### config.mk
export PLATFORM = sky130hd
export DESIGN_NAME = regtest_harness
export DESIGN_NICKNAME = d
export VERILOG_FILES = /design/src/rtl/regtest_pkg.sv /design/src/rtl/regtest_scan_ctr.sv /design/src/rtl/regtest_harness.sv
export SDC_FILE = /design/constraint.sdc
export NUM_CORES = 1
export LEC_CHECK = 0
export BUFFER_PORTS_ARGS = -buffer_cell sky130_fd_sc_hd__buf_2
export CORE_MARGIN = 2
export CORE_UTILIZATION = 33
export CTS_CLUSTER_SIZE = 12
export DETAILED_ROUTE_END_ITERATION = 10
export PLACE_DENSITY = 0.54
export SLEW_MARGIN = 20
export SYNTH_ARGS = -nofsm -noshare
export SYNTH_HDL_FRONTEND = slang
export SYNTH_SLANG_ARGS = --single-unit
### constraint.sdc
create_clock -name clock -period 4 [get_ports clock]
set_input_delay 0.4 -clock clock [delete_from_list [all_inputs] [get_ports clock]]
set_output_delay 0.4 -clock clock [all_outputs]
set_load 0.03 [all_outputs]
### src/rtl/regtest_pkg.sv
// Shared types and constants for the run-then-scan register test harness.
package regtest_pkg;

  // Harness sequencing states
  typedef enum logic [2:0] {
    ST_IDLE      = 3'd0,
    ST_RUN       = 3'd1,
    ST_SCAN_ADDR = 3'd2,
    ST_SCAN_CMP  = 3'd3,
    ST_DONE      = 3'd4
  } state_t;

  // Value of the mode input sampled with start
  localparam logic MODE_DUMP    = 1'b0;
  localparam logic MODE_COMPARE = 1'b1;

endpackage

### src/rtl/regtest_scan_ctr.sv
// Register index counter for the scan phase.
// Ports: clock/reset, clear (return to index 0), advance (step to next
// index), idx (current register index), last_c (idx is the final register).
module regtest_scan_ctr #(
  parameter int unsigned NUM_REGS   = 32,
  parameter int unsigned REG_ADDR_W = 5
) (
  input  logic                  clock,
  input  logic                  reset,
  input  logic                  clear,
  input  logic                  advance,
  output logic [REG_ADDR_W-1:0] idx,
  output logic                  last_c
);

  localparam logic [REG_ADDR_W-1:0] LAST_IDX = REG_ADDR_W'(NUM_REGS - 1);

  // Index register
  always_ff @(posedge clock or posedge reset) begin
    if (reset) begin
      idx <= '0;
    end else if (clear) begin
      idx <= '0;
    end else if (advance) begin
      idx <= idx + REG_ADDR_W'(1);
    end
  end

  assign last_c = (idx == LAST_IDX);

endmodule

### src/rtl/regtest_harness.sv
// Run-then-scan harness: runs the core for num_cycles, then walks regfile
// read port A over every register, streaming values and (in compare mode)
// checking them against a registered expected-value ROM.
// Ports: clock/reset/start/mode/num_cycles control; run_active gates the
// core; test_mode/test_reg steer read-A; reg_data is read-A data;
// exp_addr/exp_data talk to the ROM (1-cycle latency); dump_* strobe one
// register per scan step; cycle_count/error_count/first_fail_*/done/pass
// report results.
module regtest_harness
  import regtest_pkg::*;
#(
  parameter int unsigned DATA_WIDTH = 32,
  parameter int unsigned NUM_REGS   = 32,
  parameter int unsigned REG_ADDR_W = 5,
  parameter int unsigned CYCLE_W    = 16,
  parameter int unsigned ERR_W      = 6
) (
  input  logic                  clock,
  input  logic                  reset,
  input  logic                  start,
  input  logic                  mode,
  input  logic [CYCLE_W-1:0]    num_cycles,
  output logic                  run_active,
  output logic                  test_mode,
  output logic [REG_ADDR_W-1:0] test_reg,
  input  logic [DATA_WIDTH-1:0] reg_data,
  output logic [REG_ADDR_W-1:0] exp_addr,
  input  logic [DATA_WIDTH-1:0] exp_data,
  output logic                  dump_valid,
  output logic [REG_ADDR_W-1:0] dump_reg,
  output logic [DATA_WIDTH-1:0] dump_data,
  output logic                  dump_mismatch,
  output logic [CYCLE_W-1:0]    cycle_count,
  output logic [ERR_W-1:0]      error_count,
  output logic                  first_fail_valid,
  output logic [REG_ADDR_W-1:0] first_fail_reg,
  output logic                  done,
  output logic                  pass
);

  state_t                state_q, state_d;
  logic                  mode_q, mode_d;
  logic [CYCLE_W-1:0]    num_q, num_d;
  logic [CYCLE_W-1:0]    cycle_count_d;
  logic [ERR_W-1:0]      error_count_d;
  logic                  first_fail_valid_d;
  logic [REG_ADDR_W-1:0] first_fail_reg_d;
  logic                  dump_valid_d, dump_mismatch_d;
  logic [REG_ADDR_W-1:0] dump_reg_d;
  logic [DATA_WIDTH-1:0] dump_data_d;
  logic                  run_active_d, test_mode_d, done_d, pass_d;
  logic                  ctr_clear_c, ctr_advance_c, ctr_last_c, mismatch_c;

  regtest_scan_ctr #(
    .NUM_REGS   (NUM_REGS),
    .REG_ADDR_W (REG_ADDR_W)
  ) u_scan_ctr (
    .clock   (clock),
    .reset   (reset),
    .clear   (ctr_clear_c),
    .advance (ctr_advance_c),
    .idx     (test_reg),
    .last_c  (ctr_last_c)
  );

  // ROM is addressed by the same index as the regfile
  assign exp_addr = test_reg;

  // Dump mode never flags a mismatch
  assign mismatch_c = (mode_q != MODE_DUMP) && (reg_data != exp_data);

  // Next-state and next-output logic
  always_comb begin
    state_d            = state_q;
    mode_d             = mode_q;
    num_d              = num_q;
    cycle_count_d      = cycle_count;
    error_count_d      = error_count;
    first_fail_valid_d = first_fail_valid;
    first_fail_reg_d   = first_fail_reg;
    dump_valid_d       = 1'b0;
    dump_mismatch_d    = 1'b0;
    dump_reg_d         = dump_reg;
    dump_data_d        = dump_data;
    ctr_clear_c        = 1'b0;
    ctr_advance_c      = 1'b0;

    unique case (state_q)
      ST_IDLE, ST_DONE: begin
        if (start) begin
          mode_d             = mode;
          num_d              = num_cycles;
          cycle_count_d      = '0;
          error_count_d      = '0;
          first_fail_valid_d = 1'b0;
          first_fail_reg_d   = '0;
          ctr_clear_c        = 1'b1;
          state_d            = (num_cycles != '0) ? ST_RUN : ST_SCAN_ADDR;
        end
      end
      ST_RUN: begin
        cycle_count_d = cycle_count + CYCLE_W'(1);
        if (cycle_count == num_q - CYCLE_W'(1)) begin
          state_d = ST_SCAN_ADDR;
        end
      end
      ST_SCAN_ADDR: begin
        state_d = ST_SCAN_CMP;
      end
      ST_SCAN_CMP: begin
        dump_valid_d    = 1'b1;
        dump_reg_d      = test_reg;
        dump_data_d     = reg_data;
        dump_mismatch_d = mismatch_c;
        if (mismatch_c) begin
          error_count_d = error_count + ERR_W'(1);
          // Ascending scan order makes the first hit the lowest index
          if (!first_fail_valid) begin
            first_fail_valid_d = 1'b1;
            first_fail_reg_d   = test_reg;
          end
        end
        if (ctr_last_c) begin
          state_d = ST_DONE;
        end else begin
          ctr_advance_c = 1'b1;
          state_d       = ST_SCAN_ADDR;
        end
      end
      default: begin
        state_d = ST_IDLE;
      end
    endcase

    run_active_d = (state_d == ST_RUN);
    test_mode_d  = (state_d == ST_SCAN_ADDR) || (state_d == ST_SCAN_CMP);
    done_d       = (state_d == ST_DONE);
    pass_d       = done_d && (mode_d == MODE_COMPARE) && (error_count_d == '0);
  end

  // State and registered outputs
  always_ff @(posedge clock or posedge reset) begin
    if (reset) begin
      state_q          <= ST_IDLE;
      mode_q           <= 1'b0;
      num_q            <= '0;
      cycle_count      <= '0;
      error_count      <= '0;
      first_fail_valid <= 1'b0;
      first_fail_reg   <= '0;
      dump_valid       <= 1'b0;
      dump_mismatch    <= 1'b0;
      dump_reg         <= '0;
      dump_data        <= '0;
      run_active       <= 1'b0;
      test_mode        <= 1'b0;
      done             <= 1'b0;
      pass             <= 1'b0;
    end else begin
      state_q          <= state_d;
      mode_q           <= mode_d;
      num_q            <= num_d;
      cycle_count      <= cycle_count_d;
      error_count      <= error_count_d;
      first_fail_valid <= first_fail_valid_d;
      first_fail_reg   <= first_fail_reg_d;
      dump_valid       <= dump_valid_d;
      dump_mismatch    <= dump_mismatch_d;
      dump_reg         <= dump_reg_d;
      dump_data        <= dump_data_d;
      run_active       <= run_active_d;
      test_mode        <= test_mode_d;
      done             <= done_d;
      pass             <= pass_d;
    end
  end

endmodule

# Yosys cells after proc, flatten, opt, wreduce, memory -nomap -nowiden

Cells that the tools add are included.

Input port bits: 84
Logic and storage cells: 76
Output and inout port bits: 81
Flip-flop bits (word level): 96

Reductions and logical operators: 15
Muxes and demuxes: 27
$add $sub $neg: 4
Equality and inequality tests: 14

Operators with widths:

| cell                  | count |
|---|---|
| $ne 32x32->1          | 1 |
| $pmux 16 s2           | 1 |
| $mux 5                | 5 |
| $add 16x1->16 const B | 1 |
| $eq 16x16->1          | 1 |
| $mux 16               | 1 |
| $reduce_bool 16->1    | 1 |
| $sub 16x1->16 const B | 1 |
| $eq 3x2->1 const B    | 4 |
| $mux 6                | 2 |
| $pmux 3 s4            | 1 |
| $pmux 6 s2            | 1 |
| $mux 1                | 10 |
| $pmux 5 s2            | 1 |
| $mux 3                | 3 |
| $add 6x1->6 const B   | 1 |
| $eq 3x1->1 const B    | 2 |
| $eq 3x3->1 const B    | 2 |
| $logic_not 6->1       | 1 |
| $ne 2x2->1 const B    | 3 |
| $reduce_bool 2->1     | 3 |
| $add 5x1->5 const B   | 1 |
| $eq 5x5->1 const B    | 1 |
| $reduce_and 2->1      | 2 |
| other kinds (8)       | 10 |

# Logic depth before layout (Yosys ltp)

Gate-level depths: netlist (run 1).

Word-level depth: 7
Gate-level depth with buffers: 10
Depth with buffers taken out: 10

# By module

A second synthesis (run 1) with hierarchy kept.

Cell total of the unflattened synthesis: 558
Area, all modules: 5,024.8 um2

Modules (own cells, without submodules):

| module           | times used | sequential area each (um2) | area each (um2) | cells an instance |
|---|---|---|---|---|
| regtest_harness  | 1          | 2,277.2                    | 4,743.3         | 535 |
| regtest_scan_ctr | 1          | 125.1                      | 281.5           | 23 |

# Worst setup path before layout (run 1)

No wires, ideal clock.

Path kind: input port to flip-flop
Start: in reg_data[20]
End: reg pass
Buffers on the path: 1
Arrival: 2,020 ps
Stages on the path: 9
Slack: 1,884 ps
Data required time: 3,904 ps
Cells stage by stage: xnor2_1 > nand4_1 > nor4_2 > a21bo_1 > buf_6 > or4_2 > nand3_2 > or4_4 > nor4_2

Word-level cells in the longest chain between the ends: 6

Ends and longest elaborated chain:

| what                 | line                   | source |
|---|---|---|
| start, declared      | regtest_harness.sv:26  | `input logic [DATA_WIDTH-1:0] reg_data,` |
| $ne 32x32->1         | regtest_harness.sv:70  | `assign mismatch_c = (mode_q != MODE_DUMP) && (reg_data != exp_data);` |
| $logic_and 1x1->1    | regtest_harness.sv:70  |  |
| $mux 6               | regtest_harness.sv:115 | `if (mismatch_c) begin` |
| $pmux 6 s2           | regtest_harness.sv:88  | `unique case (state_q)` |
| net error_count_d[5] | regtest_harness.sv:45  | `logic [ERR_W-1:0] error_count_d;` |
| $logic_not 6->1      | regtest_harness.sv:138 | `pass_d = done_d && (mode_d == MODE_COMPARE) && (error_count_d == '0);` |
| $logic_and 1x1->1    | regtest_harness.sv:138 |  |
| net pass_d           | regtest_harness.sv:51  | `logic run_active_d, test_mode_d, done_d, pass_d;` |
| end signal, assigned | regtest_harness.sv:174 | `pass <= pass_d;` |
| end, declared        | regtest_harness.sv:38  | `output logic pass` |

The timed path passes the listed nets, and every way through them passes these cells.
A chain may end at the register's enable or synchronous reset.

# Worst setup path in the final report (run 1)

Start: reg state_q[2]
End: reg pass

Elaborated cells on any way between the ends: 15
Classes of those cells: eq/ne: 5; mux: 5; reduce/logical: 5

RTL lines:

| what                                                 | line                   | source |
|---|---|---|
| start, declared                                      | regtest_harness.sv:41  | `state_t state_q, state_d;` |
| start signal, assigned                               | regtest_harness.sv:160 | `state_q <= state_d;` |
| $eq 3x3->1 / $logic_not 3->1 (equally long branches) | regtest_harness.sv:88  |  |
| $reduce_or 2->1                                      | regtest_harness.sv:88  |  |
| $pmux 6 s2 *                                         | regtest_harness.sv:88  |  |
| net error_count_d[0]                                 | regtest_harness.sv:45  |  |
| $logic_not 6->1 *                                    | regtest_harness.sv:138 |  |
| $logic_and 1x1->1 *                                  | regtest_harness.sv:138 |  |
| net pass_d                                           | regtest_harness.sv:51  |  |

The timed path passes the listed nets; every way through them passes the cells marked *.

==> key figures, run 1 <==
Placement
  – GP Congestion: 0.864
  – Placement Setup Slack: 1320 ps
  – Detailed Place HPWL: 10,100 µm
  – Number of port buffers: 164

Cells and area
  – Final net count: 785
  – Share of cells above drive strength 1: 28.1%
  – Number of diodes: 0
  – Reg area: 0.00240 mm²
  – Regs by FF count: dump_data (32), cycle_count (16), num_q (16)
  – Most flops, register: dump_data
  – Area of the multi-input gates: 0.00231 mm²
  – Layout Area Growth over Synthesis: 25.9%
  – FILL cells: 1,464
  – Layout Utilization: 42.3%
  – Max FFs per register: 32

Routing
  – DRT iter0 DRCs: 176
  – Detailed Routing Iterations Pass 1: 4
  – Vias per cell: 4.77
  – ANT nets after route: 0
  – Via count: 4,218
  – DRC errors left: 0
  – Wire per inst: 15.0 µm
  – Routed wire length: 13,300 µm

CTS
  – Cts-stage hold buffer count: 0
  – CTS tree: yes
  – Cts bufs inserted: 9
  – CTS sink cnt: 96
  – Number of H-tree levels: 3
  – Clk slew on worst S/H paths: 70 ps
  – Post_cts resized: 0
  – Worst-skew pair later-pin latency: 340 ps
  – Post-CTS Setup Repair Bufs: 0
  – Deepest clock path buffer count: 2
  – Clk root buf: clkbuf_16

Worst setup path
  – Crit path from: state_q[2]$_DFF_PP0_
  – Crit path largest cell delay: 580 ps
  – Critical path arrival: 2760 ps
  – Cell with the largest stage delay on the worst path: inv_2
  – Critical Path Source Type: flop
  – Crit path max fanout: 46
  – Setup crit end kind: flop
  – Worst flop-to-flop path startpoint: state_q[2]$_DFF_PP0_
  – WS Path Type: flop to flop
  – Crit path required time: 4250 ps
  – Crit path cell chain: inv_1 > nand3_2 > inv_2 > nor2_1 > a21oi_1 > o21ai_1 > or4_4 > nor4_2

GRT
  – First-pass GRT wire length: 21,600 µm
  – Vias in the first global route: 4,068
  – Largest net degree at the start of global routing: 77
  – Grt ovf: 0
  – Initial antenna violation count: 0
  – Total global-route track usage: 17.3%

Power and ir drop
  – Worst VDD drop: 0.000240 V
  – PwrDens: 695 mW/mm²
  – Leak: 3.17 nW

Yosys
  – Synth unique cells: 48
  – Synth warn: 0
  – Sequential share of the synthesized area: 49.4%
  – Total nets after synthesis: 630
  – FF+latch count, synth: 96
  – Syn_area_per_cell: 8.99 µm²
  – Yosys top cell by area: dfrtp_1
  – Syn Std Cell Area: 0.00486 mm²
  – Synth top area share: 49.4%
  – Cell count after synthesis: 541
  – Synth top area cells: dfrtp_1 49%, nand2_1 15%, xnor2_1 9.0%

STA
  – Tcrit/Tclk final: 62.8%
  – Final Setup Violations: 0
  – TNS Setup: 0 ps
  – Worst Tran Pin Value: 957 ps
  – WHS: 263 ps
  – Slew Viols, Final: 0
  – Final Hold Fails: 0
  – Worst Slack Setup Final: 1490 ps
  – RSZ-0062 raised after global routing: false
  – Max Clk Rate: 398 MHz
  – Tmin final: 2510 ps
  – Worst Skew: 7.85 ps
  – Max-slew headroom: 36.2%

Die
  – Core area: 0.0145 mm²
  – IO Pins: 165
  – Number of cell rows: 44
  – DIE AREA: 0.0157 mm²
  – Die Y: 125 µm
  – Starting Density: 33.6%
  – Die X: 125 µm

Flow run
  – Max Cap Viol: 0

Run status
  – Status: complete, no violations

Hold path
  – Tightest Hold Check Type: input pin to async pin
-- critical path: cells and delay by family, from the launching register on --
kind                   cells  cell delay, ps
DFF                        1             420
buffers and inverters      2             710
AOI/OAI and AO/OA          2             260
and+or+nand+nor            4            1020
-- power breakdown --
group	switching, mW	internal, mW	leakage, nW
registers	0.279	1.29	1.25
logic	1.23	0.605	1.79
clock network	0.362	0.484	0.132
-- cells in the final DEF (no fill, tap or decap), drive strengths merged, types with 2 or more instances in the layout --
master,Yosys,routed
a21oi,7,7
nor2,21,21
nand2,190,190
buf,11,168
mux2i,6,6
inv,10,10
o21ai,27,27
clkinvlp,0,3
xor2,12,12
a211oi,2,2
clkbuf,13,11
and2,3,3
xnor2,50,50
o211ai,4,4
or3,3,3
a21o,5,5
nor4,11,11
nand4,16,16
or4,3,3
nor2b,2,2
and3,6,6
nand3,17,17
ha,5,5
nor3,6,6
nand3b,3,3
a32o,2,2
dfrtp,96,96
-- worst paths after layout --
kind / depth (start not counted) / end / slack (ps)
worst max-delay path: 8 / pass$_DFF_PP0_ / 1490
worst min-delay path: 2 / dump_data[21]$_DFFE_PP0P_ / 260
worst max register to register: 8 / pass$_DFF_PP0_ / 1490
worst min register to register: 2 / dump_reg[1]$_DFFE_PP0P_ / 470
max in group asynchronous: 3 / dump_data[1]$_DFFE_PP0P_ / 2850
min in group clock: 3 / num_q[11]$_DFFE_PP0P_ / 270
-- layout make-up --
class / count / share of cell area (%)
repair buffers: 168 / 13.9
multi-input cells: 411 / 37.7
inverters: 10 / 0.654
flip-flops and latches: 96 / 39.2
well taps: 184 / 3.76
clock buffers: 11 / 3.80
clock inverters: 5 / 0.940
-- kinds of logic after synthesis --
logic type	count (synthesis)	share of synthesized area, %
AND/OR/NAND/NOR	284	26.6
flip-flops	96	49.4
XOR/XNOR	62	11.2
AO/OA/AOI/OAI	54	6.95
buffers and inverters	34	3.32
multiplexers	6	1.24
adder cells (fa/ha/maj)	5	1.29
-- routing by layer --
metal | track usage [%] | wire (µm) | part of all wire (%) | vias to the layer above
li1 | - | - | - | 2105
met2 | 27.9 | 6290 | 47 | 138
met5 | 0 | 0 | 0 | -
met3 | 4.11 | 820 | 6.2 | 10
met4 | 6.60 | 178 | 1.3 | 0
met1 | 22.6 | 6000 | 45 | 1965
-- cell usage after synthesis (all sizes together) --
cell type,n
o21ai,27
o31ai,1
a32o,2
nand3b,3
ha,5
dfrtp,96
a21bo,1
o21a,1
mux2i,6
and4,1
a22o,1
and2,3
nand4,16
a211oi,2
or3,3
nor4,11
clkbuf,13
o211ai,4
or2,1
nand3,17
xor2,12
buf,11
nor2b,2
nor3b,1
o41ai,1
xnor2,50
nand2,190
a21o,5
and3,6
a41oi,1
inv,10
a21oi,7
nor2,21
or4,3
o31a,1
nor3,6
-- stage by stage --
step	instance area [µm²]	total power [mW]	instances
final	6120	4.25	885
after global routing	6120	4.59	885
after CTS	6120	4.32	885
after detailed placement	5830	3.45	869
after global placement	5830	3.42	869
after floorplan	4860	2.91	541
(Power assumes the default switching activity.)
==> inputs of run 2 (changes only) <==
- clock period: 4 -> 2.55 ns (I/O delays scaled with it)
==> key figures, run 2 (synthesized netlist as in run 1, its figures left out) <==
Flow run
  – Max Cap Viol: 0

STA
  – WHS: 38.8 ps
  – Worst Skew: 5.57 ps
  – Worst Tran Pin Value: 754 ps
  – Tmin final: 2330 ps
  – Max-slew headroom: 49.6%
  – Slew Viols, Final: 0
  – Tcrit/Tclk final: 91.2%
  – TNS Setup: 0 ps
  – Final Setup Violations: 0
  – RSZ-0062 raised after global routing: false
  – Final Hold Fails: 0
  – Max Clk Rate: 430 MHz

CTS
  – CTS tree: yes
  – Deepest clock path buffer count: 2
  – Clk root buf: clkbuf_16
  – Post_cts resized: 0
  – Post-CTS Setup Repair Bufs: 0
  – Cts bufs inserted: 9
  – CTS sink cnt: 96
  – Number of H-tree levels: 3
  – Clk slew on worst S/H paths: 70 ps
  – Cts-stage hold buffer count: 0
  – Worst-skew pair later-pin latency: 340 ps

Cells and area
  – Layout Area Growth over Synthesis: 28.1%
  – Layout Utilization: 43.0%
  – Max FFs per register: 32
  – Most frequent cells in the layout: 190 x nand2_1, 164 x buf_2, 96 x dfrtp_1, 50 x xnor2_1, 23 x o21ai_0
  – Post-route cell area: 0.00623 mm²
  – Area of the multi-input gates: 0.00231 mm²
  – Commonest non-fill, non-tap cell in the layout: nand2_1
  – Most flops, register: dump_data
  – Final net count: 793
  – Share of cells above drive strength 1: 28.9%
  – FILL cells: 1,456
  – Regs by FF count: dump_data (32), cycle_count (16), num_q (16)
  – Reg area: 0.00240 mm²
  – Number of diodes: 0

Routing
  – DRC errors left: 0
  – Detailed Routing Iterations Pass 1: 4
  – Via count: 4,369
  – Vias per cell: 4.89
  – Wire per inst: 15.3 µm
  – Routed wire length: 13,600 µm
  – ANT nets after route: 0
  – DRT iter0 DRCs: 227

Die
  – Die X: 125 µm
  – Number of cell rows: 44
  – Core area: 0.0145 mm²
  – Die Y: 125 µm
  – IO Pins: 165
  – DIE AREA: 0.0157 mm²
  – Starting Density: 33.6%

Placement
  – Detailed Place HPWL: 10,400 µm
  – GP Congestion: 0.866
  – Area of placed instances: 0.00591 mm²
  – Number of port buffers: 164

Worst setup path
  – Crit path required time: 2790 ps
  – Crit path max fanout: 5
  – WS Path Type: flop to flop
  – Critical path arrival: 2560 ps
  – Setup crit end kind: flop
  – Critical Path Source Type: flop
  – Flop2flop setup slack: 220 ps

GRT
  – First-pass GRT wire length: 22,400 µm
  – Grt ovf: 0
  – Initial antenna violation count: 0
  – Largest net degree at the start of global routing: 45
  – Vias in the first global route: 4,358
  – Total global-route track usage: 17.7%

Power and ir drop
  – Comb pwr share: 43.3%
  – Leak: 3.23 nW
  – Clock share of power: 21.3%
  – PwrDens: 1110 mW/mm²
  – Sequential share of power: 35.4%
  – Pint: 3.93 mW
  – Worst VDD drop: 0.000418 V
  – Psw: 3.02 mW
  – Net Sw Frac: 43.5%

Run status
  – Status: complete, no violations

Hold path
  – Tightest Hold Check Type: input pin to async pin
run 2: cell count changes in the layout (fill, tap and decap cells not counted):
cell | previous run | this run
buf_12 | 0 | 1
buf_4 | 4 | 11
bufinv_16 | 1 | 2
clkbuf_8 | 0 | 1
clkinv_2 | 1 | 0
clkinvlp_4 | 3 | 2
inv_4 | 1 | 0
inv_6 | 0 | 1
run 2: area by class of cell:
type,instances,share of cell area [%]
Sequential cell,96,38.6
Tap cell,184,3.70
Clock buffer,12,3.96
Timing Repair Buffer,176,14.8
Inverter,10,0.663
Multi-Input combinational cell,411,37.1
Clock inverter,4,1.23
run 2: routing by layer:
metal  vias up  global-route usage (%)  share of wire [%]
met1      2087                    23.0                 45
met4         0                    6.54                1.7
li1       2121                       -                  -
met2       148                    29.5                 47
met3        13                    3.47                5.8
met5         -                       0                  0
run 2: path summary, 6_finish.rpt:
path	to	startpoint	depth (start not counted)
setup / recovery	state_q[0]$_DFF_PP0_	num_q[3]$_DFFE_PP0P_	8
hold / removal	u_scan_ctr.idx[3]$_DFFE_PP0P_	reset	2
setup reg to reg	state_q[0]$_DFF_PP0_	num_q[3]$_DFFE_PP0P_	8
hold reg to reg	dump_data[9]$_DFFE_PP0P_	dump_data[9]$_DFFE_PP0P_	2
max in group asynchronous	dump_data[23]$_DFFE_PP0P_	reset	3
min in group clock	num_q[14]$_DFFE_PP0P_	num_cycles[14]	3
run 2: worst max-delay path: stages, from the launching register on:
cell and delay (ps):
dfrtp_1 460, nor4_4 370, nand2_1 150, or3_1 400, xnor2_1 150, nand3b_1 120, a211oi_2 290, o21ai_1 120
a21o_1 160
run 2: power by group through the flow:
stage                     clock network [mW]  logic, mW  registers (mW)
after floorplan                            0       1.46            3.11
after global placement                     0       2.97            2.47
after detailed placement                   0       3.03            2.49
after CTS                               1.53       3.04            2.46
after global routing                    1.60       3.32            2.53
final                                   1.48       3.01            2.46
run 2: stage by stage:
step / setup WS, ps / cells / power [mW]
after global routing: 66.5 / 893 / 7.45
after floorplan: 443 / 541 / 4.56
after CTS: 203 / 893 / 7.03
after detailed placement: -86.3 / 877 / 5.52
after global placement: 3.74 / 877 / 5.44
final: 224 / 893 / 6.94
